$ cat src/rtl/ram_out_streamer_pkg.sv
// Shared types and helpers for the ram_out read-side streamer.
package ram_out_streamer_pkg;

  // Pixel width of the ram_out frame buffer.
  localparam int unsigned PixW = 8;

  // Readout sequencer states (2-bit encoding).
  typedef enum logic [1:0] {
    StIdle  = 2'd0,
    StRead  = 2'd1,
    StDrain = 2'd2,
    StDone  = 2'd3
  } state_e;

  // Address width for a buffer of n entries; never narrower than 1 bit.
  function automatic int unsigned addr_width(input int unsigned n);
    return (n > 1) ? $clog2(n) : 1;
  endfunction

endpackage

$ cat src/rtl/ram_out_streamer_if.sv
// RAM read port plus output pixel stream of the ram_out streamer.
// With RAM_OUT_EOL_EN defined the stream also carries an end-of-line flag.
interface ram_out_streamer_if #(
  parameter int unsigned AddrW = 12
);
  import ram_out_streamer_pkg::*;

  logic [AddrW-1:0] rd_addr;
  logic [PixW-1:0]  rd_data;
  logic             m_valid;
  logic             m_ready;
  logic [PixW-1:0]  m_data;
`ifdef RAM_OUT_EOL_EN
  logic             m_eol;

  // Streamer side: drives the RAM address and the output stream.
  modport master (
    output rd_addr, input rd_data,
    output m_valid, input m_ready, output m_data, output m_eol
  );

  // RAM and downstream side.
  modport slave (
    input rd_addr, output rd_data,
    input m_valid, output m_ready, input m_data, input m_eol
  );
`else
  // Streamer side: drives the RAM address and the output stream.
  modport master (
    output rd_addr, input rd_data,
    output m_valid, input m_ready, output m_data
  );

  // RAM and downstream side.
  modport slave (
    input rd_addr, output rd_data,
    input m_valid, output m_ready, input m_data
  );
`endif

endinterface

$ cat src/rtl/ram_out_streamer_pix_fifo.sv
// Small synchronous FIFO buffering pixels behind the RAM read latency.
// Depth must be a power of two so the pointers wrap naturally.
module ram_out_streamer_pix_fifo #(
  parameter int unsigned Depth = 4,
  parameter int unsigned DataW = 8,
  localparam int unsigned PtrW = $clog2(Depth),
  localparam int unsigned CntW = PtrW + 1
) (
  input  logic             clk,
  input  logic             rst,
  input  logic             flush,
  input  logic             push,
  input  logic [DataW-1:0] push_data,
  input  logic             pop,
  output logic [DataW-1:0] pop_data,
  output logic [CntW-1:0]  count,
  output logic             empty,
  output logic             full
);

  logic [DataW-1:0] mem_q [Depth];
  logic [PtrW-1:0]  wr_ptr_q;
  logic [PtrW-1:0]  rd_ptr_q;
  logic [CntW-1:0]  count_q;
  logic             push_en;
  logic             pop_en;

  // Pops from an empty FIFO are dropped; a push into a full FIFO is only
  // accepted when a pop frees the slot in the same cycle.
  always_comb begin
    pop_en  = pop && !empty;
    push_en = push && (!full || pop_en);
  end

  // Storage array; contents need no reset, only the pointers do.
  always_ff @(posedge clk) begin
    if (push_en) begin
      mem_q[wr_ptr_q] <= push_data;
    end
  end

  // Pointers and occupancy; flush empties the FIFO in one cycle.
  always_ff @(posedge clk) begin
    if (rst || flush) begin
      wr_ptr_q <= '0;
      rd_ptr_q <= '0;
      count_q  <= '0;
    end else begin
      if (push_en) wr_ptr_q <= wr_ptr_q + PtrW'(1);
      if (pop_en)  rd_ptr_q <= rd_ptr_q + PtrW'(1);
      count_q <= count_q + CntW'(push_en) - CntW'(pop_en);
    end
  end

  assign pop_data = mem_q[rd_ptr_q];
  assign count    = count_q;
  assign empty    = (count_q == '0);
  assign full     = (count_q == CntW'(Depth));

endmodule

$ cat src/rtl/ram_out_streamer.sv
// Read-side sequencer for the ram_out frame buffer: on start, reads every pixel
// once in address order and streams it out over valid/ready, hiding the
// 1-cycle registered RAM read behind a small FIFO.
// Optional feature macro: RAM_OUT_EOL_EN adds an end-of-line flag per pixel.
module ram_out_streamer
  import ram_out_streamer_pkg::*;
#(
  parameter int unsigned W          = 64,
  parameter int unsigned H          = 64,
  parameter int unsigned FIFO_DEPTH = 4
) (
  input  logic                clk,
  input  logic                rst,
  input  logic                start,
  input  logic                abort,
  output logic                busy,
  output logic                done,
  ram_out_streamer_if.master  bus
);

  localparam int unsigned TotalPixel = W * H;
  localparam int unsigned AddrW      = addr_width(TotalPixel);
  localparam int unsigned PixCntW    = AddrW + 1;
  localparam int unsigned CntW       = $clog2(FIFO_DEPTH) + 1;
  localparam int unsigned SumW       = CntW + 1;
`ifdef RAM_OUT_EOL_EN
  localparam int unsigned FifoW      = PixW + 1;
  localparam int unsigned ColW       = addr_width(W);
`else
  localparam int unsigned FifoW      = PixW;
`endif

  state_e             state_q;
  logic [AddrW-1:0]   rd_addr_q;
  logic               rd_valid_q;  // rd_data carries a read issued last cycle
  logic [1:0]         inflight_q;
  logic [PixCntW-1:0] pix_cnt_q;
  logic [PixCntW-1:0] pix_cnt_d;
`ifdef RAM_OUT_EOL_EN
  logic [ColW-1:0]    col_q;
`endif

  logic [CntW-1:0]    fifo_count;
  logic               fifo_empty;
  logic               fifo_full;
  logic [FifoW-1:0]   fifo_wdata;
  logic [FifoW-1:0]   fifo_rdata;
  logic [SumW-1:0]    occupancy;
  logic               issue;
  logic               push;
  logic               transfer;
  logic               last_addr;

  // Issue control: reserve FIFO space for every read still in flight so a
  // returning pixel always finds a free slot.
  always_comb begin
    occupancy = SumW'(fifo_count) + SumW'(inflight_q);
    last_addr = (rd_addr_q == AddrW'(TotalPixel - 1));
    issue     = (state_q == StRead) && !fifo_full && (occupancy < SumW'(FIFO_DEPTH));
    push      = rd_valid_q;
    transfer  = bus.m_valid && bus.m_ready;
    pix_cnt_d = pix_cnt_q + PixCntW'(transfer);
  end

  // Sequencer FSM with read address, in-flight tracking and beat counting.
  always_ff @(posedge clk) begin
    if (rst || abort) begin
      // abort flushes everything, including the read returning this cycle.
      state_q    <= StIdle;
      rd_addr_q  <= '0;
      rd_valid_q <= 1'b0;
      inflight_q <= '0;
      pix_cnt_q  <= '0;
`ifdef RAM_OUT_EOL_EN
      col_q      <= '0;
`endif
    end else begin
      rd_valid_q <= issue;
      inflight_q <= inflight_q + 2'(issue) - 2'(push);
      pix_cnt_q  <= pix_cnt_d;
      if (issue && !last_addr) begin
        rd_addr_q <= rd_addr_q + AddrW'(1);
      end
`ifdef RAM_OUT_EOL_EN
      if (push) begin
        col_q <= (col_q == ColW'(W - 1)) ? '0 : col_q + ColW'(1);
      end
`endif
      unique case (state_q)
        StIdle: begin
          if (start) begin
            state_q   <= StRead;
            rd_addr_q <= '0;
            pix_cnt_q <= '0;
`ifdef RAM_OUT_EOL_EN
            col_q     <= '0;
`endif
          end
        end
        StRead: begin
          if (issue && last_addr) state_q <= StDrain;
        end
        StDrain: begin
          if (pix_cnt_d == PixCntW'(TotalPixel)) state_q <= StDone;
        end
        StDone: begin
          state_q   <= StIdle;
          rd_addr_q <= '0;
        end
        default: state_q <= StIdle;
      endcase
    end
  end

`ifdef RAM_OUT_EOL_EN
  assign fifo_wdata = {(col_q == ColW'(W - 1)), bus.rd_data};
`else
  assign fifo_wdata = bus.rd_data;
`endif

  ram_out_streamer_pix_fifo #(
    .Depth (FIFO_DEPTH),
    .DataW (FifoW)
  ) u_pix_fifo (
    .clk       (clk),
    .rst       (rst),
    .flush     (abort),
    .push      (push),
    .push_data (fifo_wdata),
    .pop       (transfer),
    .pop_data  (fifo_rdata),
    .count     (fifo_count),
    .empty     (fifo_empty),
    .full      (fifo_full)
  );

  assign busy        = (state_q == StRead) || (state_q == StDrain);
  assign done        = (state_q == StDone);
  assign bus.rd_addr = rd_addr_q;
  assign bus.m_valid = !fifo_empty;
  // Drive zero rather than stale storage while the FIFO is empty.
  assign bus.m_data  = fifo_empty ? '0 : fifo_rdata[PixW-1:0];
`ifdef RAM_OUT_EOL_EN
  assign bus.m_eol   = !fifo_empty && fifo_rdata[PixW];
`endif

endmodule
$ cat src/flat_wrapper.sv
// flat-port wrapper written by rule: the top's interface ports become plain ports
module ram_out_streamer_flat import ram_out_streamer_pkg::*;
#(
  parameter int unsigned W          = 64,
  parameter int unsigned H          = 64,
  parameter int unsigned FIFO_DEPTH = 4
)
  (clk, rst, start, abort, busy, done, bus_rd_addr, bus_rd_data, bus_m_valid, bus_m_ready, bus_m_data);
  ram_out_streamer_if bus_i ();
  input  logic clk;
  input  logic rst;
  input  logic start;
  input  logic abort;
  output logic busy;
  output logic done;
  output wire logic [$bits(bus_i.rd_addr)-1:0] bus_rd_addr;
  input wire logic [$bits(bus_i.rd_data)-1:0] bus_rd_data;
  output wire logic [$bits(bus_i.m_valid)-1:0] bus_m_valid;
  input wire logic [$bits(bus_i.m_ready)-1:0] bus_m_ready;
  output wire logic [$bits(bus_i.m_data)-1:0] bus_m_data;
  assign bus_rd_addr = bus_i.rd_addr;
  assign bus_i.rd_data = bus_rd_data;
  assign bus_m_valid = bus_i.m_valid;
  assign bus_i.m_ready = bus_m_ready;
  assign bus_m_data = bus_i.m_data;
  ram_out_streamer #(.W(W), .H(H), .FIFO_DEPTH(FIFO_DEPTH)) u_core (.clk(clk), .rst(rst), .start(start), .abort(abort), .busy(busy), .done(done), .bus(bus_i));
endmodule
$ cat config.mk
export PLATFORM = sky130hd
export DESIGN_NAME = ram_out_streamer_flat
export DESIGN_NICKNAME = d
export VERILOG_FILES = /design/src/rtl/ram_out_streamer_pkg.sv /design/src/rtl/ram_out_streamer_if.sv /design/src/rtl/ram_out_streamer_pix_fifo.sv /design/src/rtl/ram_out_streamer.sv /design/src/flat_wrapper.sv
export SDC_FILE = /design/constraint.sdc
export NUM_CORES = 1
export LEC_CHECK = 0
export ABC_AREA = 1
export BUFFER_PORTS_ARGS = -buffer_cell sky130_fd_sc_hd__buf_4
export CORE_ASPECT_RATIO = 1.25
export CORE_MARGIN = 3
export CORE_UTILIZATION = 40
export DETAILED_ROUTE_END_ITERATION = 16
export SLEW_MARGIN = 20
export SYNTH_ARGS = -nofsm -noshare
export SYNTH_HDL_FRONTEND = slang
export SYNTH_SLANG_ARGS = --single-unit
export TNS_END_PERCENT = 5
$ cat constraint.sdc
create_clock -name clk -period 5.9 [get_ports clk]
set_clock_uncertainty 0.05 [all_clocks]
set_input_delay 1.18 -clock clk [delete_from_list [all_inputs] [get_ports clk]]
set_output_delay 1.18 -clock clk [all_outputs]
set_load 0.02 [all_outputs]
### Word level (Yosys, flattened, before mapping)

Memory sizes are Yosys's and may differ from the RTL's. A register that Yosys moved wholly into a read port is not among the register bits.
Index checks and enable logic that the tools add are counted.

| operators by class | value |
|---|---|
| $add $sub $neg | 9 |
| magnitude comparators | 1 |
| equal/unequal tests | 9 |
| muxes and demuxes | 14 |
| reductions and logical operators | 16 |

Operators with widths:

| operator | number |
|---|---|
| 13-bit two-way mux | 2 |
| 12-bit two-way mux | 2 |
| 12-bit one-hot mux with 2 select lines | 1 |
| 13-bit by 1-bit adder with 13-bit output | 1 |
| 13-bit equality test (second input constant) | 1 |
| 12-bit by 1-bit adder with 12-bit output (second input constant) | 1 |
| 12-bit equality test (second input constant) | 1 |
| 2-bit two-way mux | 5 |
| 8-bit two-way mux | 1 |
| 2-bit one-hot mux with 4 select lines | 1 |
| 1-bit logical AND | 7 |
| 2-bit by 1-bit adder with 2-bit output (second input constant) | 2 |
| 3-bit by 2-bit adder with 4-bit output | 1 |
| 2-bit equality test (second input constant) | 2 |
| 4-bit by 3-bit less-than comparator with 1-bit output (second input constant) | 1 |
| 2-bit by 1-bit != test with 1-bit output (second input constant) | 2 |
| 3-bit by 1-bit adder with 3-bit output | 1 |
| 3-bit equality test (second input constant) | 1 |
| 1-bit logical NOT | 3 |
| 3-bit logical NOT | 1 |
| 1-bit logical OR | 3 |
| 3-bit AND reduction | 1 |
| 3-bit by 1-bit subtractor with 3-bit output | 1 |
| 2-bit by 1-bit adder with 2-bit output | 1 |
| 5 further kinds | 6 |

| word-level totals | value |
|---|---|
| bits in registers | 37 |
| memory bits (writable) | 32 |
| input port bits | 13 |
| output and inout bits | 23 |
| logic and storage cells | 58 |
| memories kept | 1 |

Memory list:

| name | depth | width | rd ports | clocked after memory_dff | write ports | RTL line | text |
|---|---|---|---|---|---|---|---|
| u_core.u_pix_fifo.mem_q | 4 | 8 | 1 | 1 | 1 | ram_out_streamer_pix_fifo.sv:21 | `logic [DataW-1:0] mem_q [Depth];` |

### Longest topological paths before layout

| logic depth | value |
|---|---|
| depth after elaboration | 8 |
| depth in mapped cells | 18 |

### Modules after synthesis

From an unflattened synthesis, not the netlist that was laid out.

| second synthesis, totals | value |
|---|---|
| cell total of the unflattened synthesis | 398 |
| area, all modules | 3383.2 um^2 |

Modules (own cells, without submodules):

| module | times used | cells an instance | area an instance (um^2) | seq. area each (um^2) |
|---|---|---|---|---|
| ram_out_streamer_pix_fifo | 1 | 146 | 1711.6 | 1141.1 |
| ram_out_streamer | 1 | 252 | 1671.6 | 600.6 |

### Worst setup path after synthesis

No wires, ideal clock.

| timing | value |
|---|---|
| path kind | input -> register |
| from | input bus_m_ready |
| to | register u_core.u_pix_fifo.count_q[2], in the netlist u_core.u_pix_fifo.count[2] |
| arrival time | 2562 ps |
| required time | 5731 ps |
| setup slack | 3169 ps |
| cell stages on the path | 8 |
| buffers on the path | 0 |
| cell sequence | o31ai_4 > ha_1 > inv_1 > ha_1 > inv_1 > fa_1 > o21ai_0 > a21oi_1 |

| on the way | value |
|---|---|
| word-level cells in the longest chain between the ends | 6 |

Ends and longest elaborated chain:

| element | RTL line | text |
|---|---|---|
| start: declaration | flat_wrapper.sv:19 | `input wire logic [$bits(bus_i.m_ready)-1:0] bus_m_ready;` |
| 1-bit logical AND (*) | ram_out_streamer.sv:61 | `transfer = bus.m_valid && bus.m_ready;` |
| 1-bit logical AND (*) | ram_out_streamer_pix_fifo.sv:31 | `pop_en = pop && !empty;` |
| 1-bit logical OR | ram_out_streamer_pix_fifo.sv:32 | `push_en = push && (!full \|\| pop_en);` |
| 1-bit logical AND | ram_out_streamer_pix_fifo.sv:32 |  |
| 3-bit by 1-bit adder with 3-bit output | ram_out_streamer_pix_fifo.sv:51 | `count_q <= count_q + CntW'(push_en) - CntW'(pop_en);` |
| 3-bit by 1-bit subtractor with 3-bit output (*) | ram_out_streamer_pix_fifo.sv:51 |  |
| end signal: assignment | ram_out_streamer_pix_fifo.sv:51 |  |
| end: declaration | ram_out_streamer_pix_fifo.sv:24 | `logic [CntW-1:0] count_q;` |

Mark *: on every way between the ends. The rest lies on a longest branch, timed or not.
A chain may end at the register's enable or synchronous reset.

==> flow_summary.json <==
{
  "clock_latency_ns": 0.35,
  "synth_top_area_cell": "edfxtp_1",
  "die_area_um2": 9551,
  "setup_ws_ns": 2.839,
  "timing.setup.tns_ns": 0,
  "cts_resized": 0,
  "tritoncts": "done",
  "leakagePower_nw": 1.542,
  "row_count": 36,
  "synth.cell_area_um2": 3363,
  "seq_area_frac_synth": 0.5179,
  "async_flop_share": 0,
  "wl_per_cell_um": 12.14,
  "vias": 2572,
  "critPathKind": "flop to output port",
  "synthTopCellsByArea": "edfxtp_1 (29%), dfxtp_1 (23%), nor2_1 (10%)",
  "drv_slew": 0,
  "firstDrtPassIters": 4,
  "drive_above_1_share": 0.1537,
  "synth_nets": 422,
  "synth-seq-cells": 71,
  "final_nets": 461,
  "ant_nets": 0,
  "grt_pass1_vias": 2536,
  "io_pins": 36,
  "floorplan.core_area_um2": 7973,
  "cp.arrival_ns": 1.83,
  "hold_class": "flop to flop",
  "grt_first_pass_wirelength_um": 11140,
  "cts_root_buf": "clkbuf_8",
  "drc_errors": 0,
  "pre_cts_ws_ns": 2.848,
  "grtUsageTotal": 0.1501,
  "status": "complete, no violations",
  "num_antenna_cells": 0,
  "syn_to_final_growth_pct": 16.82,
  "startpoint_type": "flop",
  "ir_drop_mv": 0.1185,
  "numCtsBuffers": 9,
  "period_minus_slack_ns": 3.061,
  "end_kind": "output port",
  "port_buffers": 35,
  "grt_max_degree": 18,
  "ys_warn_count": 0,
  "synthCells": 392,
  "syn_area_per_cell_um2": 8.580,
  "hold_buffers": 0,
  "cp.required_ns": 4.67,
  "die_w_um": 88.02,
  "hold_viol": 0,
  "cts_setup_buffers": 0,
  "viasPerCell": 4.844,
  "rsz0062_at_grt": "no",
  "synthDistinctLibCells": 31,
  "clk_path_buf_depth": 2,
  "grt_antenna_before_repair": 0,
  "cap_violations": 0,
  "worst_slew_pin_slew_ns": 0.8146,
  "power_density_nw_per_um2": 255.5,
  "max_freq_ghz": 0.3267,
  "die_y_um": 108.5,
  "start_util": 0.4218,
  "synth_edf_count": 32,
  "drt_iter0_drc": 56,
  "htreeDepth": 3,
  "path_clk_slew_ns": 0.07,
  "dp_hpwl_um": 4551,
  "wl_um": 6445,
  "gr-total-overflow": 0,
  "ys.flop_type": "dfxtp_1",
  "finalSetupViolCount": 0,
  "timing.final.crit_share": 0.5188,
  "max-slew-margin-rel": 0.4549,
  "cp_max_fo": 17,
  "synth_top_area_frac": 0.2857,
  "clock-sinks": 71,
  "gp_congestion": 0.7789
}
-- cell usage after synthesis, types with 2 or more instances --
| library cell | number |
|---|---|
| a211oi_1 | 2 |
| a211oi_2 | 3 |
| a21oi_1 | 22 |
| clkbuf_1 | 7 |
| dfxtp_1 | 39 |
| edfxtp_1 | 32 |
| ha_1 | 16 |
| inv_1 | 44 |
| inv_2 | 2 |
| nand2_1 | 59 |
| nand2_2 | 2 |
| nand3_1 | 15 |
| nand4_1 | 4 |
| nor2_1 | 91 |
| nor2_2 | 2 |
| nor3_1 | 4 |
| o21ai_0 | 23 |
| o21ai_1 | 2 |
| xor2_1 | 11 |
-- through the flow --
stage,power [mW],util,instance area (um2),hold WS [ns],cells
CTS,1.014,0.4928,3929,0.4216,531
global placement,0.5968,0.4659,3715,0.4028,515
finish,1.004,0.4928,3929,0.4175,531
detailed placement,0.5975,0.4659,3715,0.4084,515
global route,1.043,0.4928,3929,0.4428,531
floorplan,0.5753,-,3363,0.3863,392
-- metal layers --
layer  part of all wire  GRT usage  vias to the layer above
met1               0.44     0.1746                     1169
met4              0.024    0.06803                        0
met3              0.050    0.04040                       15
met5                  0          0                        -
li1                   -          -                     1344
met2               0.48     0.2554                       44
-- placed cells by master, fill, tap and decap left out, drive strengths merged --
master,instances
clkinv,3
nor2,94
and3,1
o21bai,1
clkinvlp,1
xor2,11
dfxtp,39
inv,47
clkbuf,10
nand3,15
o21ai,25
buf,37
o31ai,1
ha,16
bufinv,2
a21oi,22
edfxtp,32
a211oi,5
nand2,62
fa,1
nor3,4
o21a,1
nand4,4
xnor2,1
or2,1
-- worst max-delay path: stages (launching register included) --
cell and delay (ns):
dfxtp_1 0.73, inv_2 0.26, o21ai_0 0.25, a21oi_1 0.09
buf_4 0.16
-- cell families (layout without fill, tap and decap cells) --
family / count (synthesis) / in the layout / synth area share
and+or+nand+nor: 181 / 181 / 0.2225
buffers and inverters: 56 / 100 / 0.06659
xor gates and xnor gates: 12 / 12 / 0.03125
AOI/OAI and AO/OA: 55 / 55 / 0.09636
adders and majority gates: 17 / 17 / 0.06548
DFF: 71 / 71 / 0.5179
-- state kept, by name, indices dropped and copies added (netlist names), named ones only --
| register | count |
|---|---|
| u_core.u_pix_fifo.rd_ptr_q | 2 |
| u_core.u_pix_fifo.wr_ptr_q | 2 |
| u_core.state_q | 2 |
| u_core.bus.rd_addr | 12 |
| u_core.pix_cnt_q | 13 |
| u_core.u_pix_fifo.mem_q | 32 |
| u_core.inflight_q | 2 |
| u_core.u_pix_fifo.count | 3 |
| u_core.push | 1 |
-- power breakdown --
| group | total [mW] | switching, mW | leakage (nW) | internal (mW) |
|---|---|---|---|---|
| registers | 0.522 | 0.00444 | 0.602 | 0.518 |
| logic | 0.0636 | 0.0391 | 0.833 | 0.0245 |
| clock network | 0.418 | 0.181 | 0.106 | 0.237 |
-- final timing paths --
kind                                                    from                                          to  slack [ns]  depth (start not counted)
setup reg to reg       u_core.u_pix_fifo.count[2]$_SDFF_PP0_       u_core.u_pix_fifo.count[2]$_SDFF_PP0_        3.56                         10
hold reg to reg   u_core.u_pix_fifo.rd_ptr_q[1]$_SDFFE_PP0P_  u_core.u_pix_fifo.rd_ptr_q[1]$_SDFFE_PP0P_        0.42                          2
setup / recovery                                        flop                               bus_m_data[0]        2.84                          4
hold / removal    u_core.u_pix_fifo.rd_ptr_q[1]$_SDFFE_PP0P_  u_core.u_pix_fifo.rd_ptr_q[1]$_SDFFE_PP0P_        0.42                          2
-- area by class of cell --
class	count	area, um2
Clock buffer	10	127.6
Fill cell	772	4044
Sequential cell	71	1742
Timing Repair Buffer	37	277.8
Inverter	47	178.9
Clock inverter	6	86.33
Tap cell	95	118.9
Multi-Input combinational cell	265	1398
Note: power is estimated with default switching activity, not from simulation.
